[config.mk]
export PLATFORM = sky130hd
export DESIGN_NAME = cp_remover
export DESIGN_NICKNAME = d
export VERILOG_FILES = /design/src/rtl/cp_remover.sv
export SDC_FILE = /design/constraint.sdc
export NUM_CORES = 1
export LEC_CHECK = 0
export BUFFER_PORTS_ARGS = -buffer_cell sky130_fd_sc_hd__buf_2
export CAP_MARGIN = 0
export CORE_MARGIN = 2
export CORE_UTILIZATION = 42
export DETAILED_ROUTE_END_ITERATION = 12
export GPL_ROUTABILITY_DRIVEN = 0
export MAX_ROUTING_LAYER = met4
export SLEW_MARGIN = 5
export SYNTH_ARGS = -nofsm -noshare
export SYNTH_HDL_FRONTEND = slang
export SYNTH_SLANG_ARGS = --single-unit
[constraint.sdc]
create_clock -name clk -period 5 [get_ports clk]
set_input_delay 0.25 -clock clk [delete_from_list [all_inputs] [get_ports clk]]
set_output_delay 0.25 -clock clk [all_outputs]
set_load 0.01 [all_outputs]
[src/rtl/cp_remover.sv]
// cp_remover: strips the cyclic prefix from a CP-extended OFDM sample stream
module cp_remover #(
    parameter int DATA_WIDTH = 32,
    parameter int LEN_WIDTH  = 13
) (
    input  logic                  clk,
    input  logic                  rst,
    input  logic [DATA_WIDTH-1:0] signal_in,
    input  logic                  valid_in,
    output logic                  ready_out,
    input  logic [LEN_WIDTH-1:0]  cp_length,
    input  logic [LEN_WIDTH-1:0]  frame_length,
    output logic [DATA_WIDTH-1:0] signal_out,
    output logic                  valid_out,
    input  logic                  ready_in,
    output logic                  last_out,
    output logic                  cp_flag,
    output logic [15:0]           symbol_count,
    output logic                  error
);
    typedef enum logic [2:0] {IDLE, LOAD, DROP, PASS, ERR} state_t;

    state_t                state, state_n, cfg_state;
    logic [LEN_WIDTH-1:0]  cp_q, fl_q, pos;
    logic [DATA_WIDTH-1:0] skid_data;
    logic                  skid_last, skid_valid;
    logic                  accept, push, pop, drop_end, pass_end;
    logic [1:0]            occ, occ_n;

    assign accept    = valid_in && ready_out;
    assign push      = accept && state == PASS;
    assign pop       = valid_out && ready_in;
    assign drop_end  = accept && state == DROP && pos == cp_q - LEN_WIDTH'(1);
    assign pass_end  = push && pos == fl_q - LEN_WIDTH'(1);
    assign occ       = {1'b0, valid_out} + {1'b0, skid_valid};
    assign occ_n     = occ + {1'b0, push} - {1'b0, pop};
    assign cfg_state = (frame_length == '0 || cp_length > frame_length) ? ERR :
                       (cp_length != '0 ? DROP : PASS);

    // next state; symbol starts re-check the live configuration so symbols run back to back
    always_comb begin
        state_n = state;
        case (state)
            IDLE:    state_n = LOAD;
            LOAD:    state_n = cfg_state;
            DROP:    state_n = drop_end ? PASS : DROP;
            PASS:    state_n = pass_end ? cfg_state : PASS;
            default: state_n = ERR;
        endcase
    end

    // symbol sequencing, latched configuration and registered status outputs
    always_ff @(posedge clk or posedge rst) begin
        if (rst) begin
            state        <= IDLE;
            cp_q         <= '0;
            fl_q         <= '0;
            pos          <= '0;
            symbol_count <= '0;
            cp_flag      <= 1'b0;
            error        <= 1'b0;
            ready_out    <= 1'b0;
        end else begin
            state <= state_n;
            if (state == LOAD || pass_end) begin
                cp_q <= cp_length;
                fl_q <= frame_length;
            end
            pos          <= (drop_end || pass_end) ? '0 : (accept ? pos + LEN_WIDTH'(1) : pos);
            symbol_count <= pass_end ? symbol_count + 16'd1 : symbol_count;
            cp_flag      <= state_n == DROP;
            error        <= state_n == ERR;
            ready_out    <= (state_n == DROP || state_n == PASS) && occ_n != 2'd2;
        end
    end

    // two-entry output buffer: the output register is the head, skid holds the overflow
    always_ff @(posedge clk or posedge rst) begin
        if (rst) begin
            signal_out <= '0;
            last_out   <= 1'b0;
            valid_out  <= 1'b0;
            skid_data  <= '0;
            skid_last  <= 1'b0;
            skid_valid <= 1'b0;
        end else if (!valid_out || pop) begin
            if (skid_valid) begin
                signal_out <= skid_data;
                last_out   <= skid_last;
                valid_out  <= 1'b1;
                skid_valid <= push;
                if (push) begin
                    skid_data <= signal_in;
                    skid_last <= pass_end;
                end
            end else if (push) begin
                signal_out <= signal_in;
                last_out   <= pass_end;
                valid_out  <= 1'b1;
            end else begin
                last_out  <= 1'b0;
                valid_out <= 1'b0;
            end
        end else if (push) begin
            skid_data  <= signal_in;
            skid_last  <= pass_end;
            skid_valid <= 1'b1;
        end
    end
endmodule

==> impl_metrics.csv <==
group,metric,value,unit
finish,multiInputGateArea,3300,um^2
critical_path,endpoint_kind,"flip-flop",
sta,rsz0062_at_grt,"false",
power_and_ir_drop,power_leakage,3.73,nW
logic_synthesis,synth_common_cells,"dfrtp_1 (129), nor2_1 (65), mux2_2 (56), a21oi_1 (46), mux2i_1 (36)",
finish,post-route-util,51.1,%
clock_network,hold_buffers,0,
global_routing,grt_first_pass_wirelength,26400,um
critical_path,cp.required,5300,ps
clock_network,cts_setup_buffers,0,
power_and_ir_drop,p_int,2.36,mW
sta,period_needed,3680,ps
run_status,outcome,"completed",
sta,setup_viol,0,
sta,tightest_slew,1130,ps
critical_path,crit_path_max_fanout,28,
clock_network,cts.htree.levels,4,
logic_synthesis,synth_edf_count,0,
logic_synthesis,synth_area_leaders,"dfrtp_1 (48%), mux2_2 (9.3%), mux2i_1 (5.3%), xnor2_1 (4.3%), nor2_1 (3.6%)",
detailed_routing,drt-total-wl,16400,um
placed_design,portBuffers,114,
finish,nets,819,
detailed_routing,drcViolationCount,0,
power_and_ir_drop,seqPwrFrac,42.5,%
power_and_ir_drop,swShare,33.1,%
global_routing,track_usage,20.8,%
critical_path,startpoint_type,"flip-flop",
sta,skew,7.81,ps
hold_path,hold_path_class,"primary input to asynchronous set/reset pin",
sta,timing.setup.tns,0,ps
sta,min_period_over_period,73.6,%
power_and_ir_drop,combPwrFrac,24.1,%
die,core_area,15800,um^2
critical_path,worstSetupPathType,"flip-flop to flip-flop",
logic_synthesis,ys_warn_count,0,
logic_synthesis,synth_most_common_cell,"dfrtp_1",
clock_network,cts_buffers,17,
critical_path,critPathMaxStageDelay,650,ps
logic_synthesis,ys_ff_latch,129,
placed_design,place_inst,935,
logic_synthesis,syn_nets,715,
detailed_routing,via_per_inst,5.32,
power_and_ir_drop,p_sw,1.17,mW
logic_synthesis,ys_seq_area_share,47.8,%
die,num_io_pins,115,
power_and_ir_drop,max-vdd-ir-drop,285,uV
global_routing,grt_pass1_vias,5112,
die,fp.dieH,131,um
clock_network,clock-sinks,129,
finish,seq_area,3230,um^2
clock_network,cts_resized,0,
finish,fillCellCount,1453,
clock_network,cts_buffer_depth,2,
global_routing,grt_max_degree,73,
logic_synthesis,yosysUniqueCellTypes,56,
critical_path,cpLargestDelayFamily,"simple AND/OR/NAND/NOR gates",
flow_run,cap_violations,0,
critical_path,arrival,3980,ps
power_and_ir_drop,powerDensity,437,nW/um^2
sta,relSlewSlack,24.0,%
clock_network,clkTransAtPathRegs,60,ps
die,die_x,131,um
sta,hold_violations,0,
logic_synthesis,syn_inst,634,
logic_synthesis,synthesis.area,6750,um^2
critical_path,critPathBufInv,3,
clock_network,clock_latency,420,ps
detailed_routing,drtAntennaViolNets,0,
detailed_routing,drt_iter0_drc,288,
finish,num_antenna_cells,0,
power_and_ir_drop,p_clk_share,33.3,%
clock_network,cts_tree,"built",
logic_synthesis,synth_ff_type,"dfrtp_1",
finish,drive_gt1_share,28.8,%
detailed_routing,routedWlPerCell,17.0,um
critical_path,cpMostUsedCell,"buf_4",
die,num_rows,46,
placed_design,place_hpwl,12000,um
critical_path,cpMaxStageDelayCell,"or4b_2",
power_and_ir_drop,total_power,3.53,mW
logic_synthesis,yosysTopAreaCell,"dfrtp_1",
sta,fmax,272,MHz
logic_synthesis,yosysTopAreaCellShare,47.8,%
critical_path,crit_chain,"inv_1, ha_1, or4b_2, or4_1, and3_1, o31a_1, nor4_4, buf_4, a21oi_2, buf_4, mux2_1",
die,dieArea,17100,um^2
finish,syn_to_final_growth,19.7,%
finish,fin_cells,966,
global_routing,antenna_found_initial,0,
logic_synthesis,synthArstFlopShare,100,%
die,start_util,42.7,%
clock_network,cts-root-buf,"clkbuf_16",
sta,drv_slew,0,
detailed_routing,firstDrtPassIters,4,
logic_synthesis,postSynthAreaPerCell,10.7,um^2
detailed_routing,vias,5142,
global_routing,overflow,0,
==> through the flow <==
step	instance area [um^2]	hold WS (ps)	worst slack, ps
after global routing	8080	63.6	980
after floorplan	6750	382	1310
after detailed placement	7520	470	1350
after global placement	7520	462	1410
final	8080	16.4	1320
after CTS	8080	49.9	1280
==> sequential cells by signal, indices dropped and copies added (netlist names), 3 cells and up <==
name and cells:
pos 13, signal_out 32, cp_q 13, state 3, symbol_count 16, fl_q 13
skid_data 32
==> worst paths after layout <==
path	cells past startpoint	start	end	slack (ps)
min in group clk	2	signal_in[24]	skid_data[24]$_DFFE_PP0P_	70
max in group asynchronous	3	rst	signal_out[1]$_DFFE_PP0P_	3720
min	2	rst	signal_out[21]$_DFFE_PP0P_	20
min reg2reg	1	symbol_count[15]$_DFFE_PP0P_	symbol_count[15]$_DFFE_PP0P_	470
max reg2reg	11	fl_q[0]$_DFFE_PP0P_	fl_q[11]$_DFFE_PP0P_	1320
max	11	fl_q[0]$_DFFE_PP0P_	fl_q[11]$_DFFE_PP0P_	1320
==> layout make-up <==
cell class	instances	share of cell area, %
Tap cell	216	3.34
Inverter	26	1.24
Clock buffer	19	5.60
Timing Repair Buffer	120	7.62
Clock inverter	12	1.36
Multi-Input combinational cell	444	40.9
Sequential cell	129	40.0
==> per-layer routing <==
layer	track usage, %	share of wire [%]	vias to the layer above
met4	7.88	1.6	0
met2	32.0	48	124
met3	5.05	4.8	19
met1	26.6	46	2531
li1	-	-	2468
met5	-	0	-
==> logic make-up (layout without fill, tap and decap cells) <==
group / count (synthesis) / after routing / share of synthesized area [%]
compound gates: 92 / 92 / 8.67
xor+xnor: 56 / 56 / 7.26
fa+ha+maj: 19 / 19 / 3.63
buf+inv: 61 / 177 / 3.50
flops: 129 / 129 / 47.8
mux: 94 / 94 / 15.0
simple gates: 183 / 183 / 14.1
==> placed cells by master (no fill, tap or decap), types with 3 or more instances in the layout <==
cell	instances
a21o_1	3
a21oi_1	45
a221o_1	3
a31oi_1	3
and2_1	5
and3_1	11
and4_1	3
buf_2	114
buf_4	6
clkbuf_16	17
clkinv_2	3
clkinvlp_4	4
dfrtp_1	128
ha_1	18
inv_1	25
mux2_2	56
mux2i_1	36
nand2_1	16
nand3_1	17
nand4_1	20
nor2_1	65
nor2b_1	7
nor3_1	8
nor4_1	11
o21ai_0	9
o31a_1	4
o31ai_1	3
or3_1	4
or4_1	7
xnor2_1	33
xor2_1	23
==> power groups by stage <==
stage / combinational, mW / clock, mW / sequential (mW)
2_1_floorplan: 0.635 / 0 / 1.43
3_3_place_gp: 0.816 / 0 / 1.50
3_5_place_dp: 0.850 / 0 / 1.51
4_1_cts: 0.853 / 1.20 / 1.50
5_1_grt: 0.952 / 1.25 / 1.53
6_report: 0.852 / 1.18 / 1.50
No activity file was read; power rests on OpenSTA's default activity.
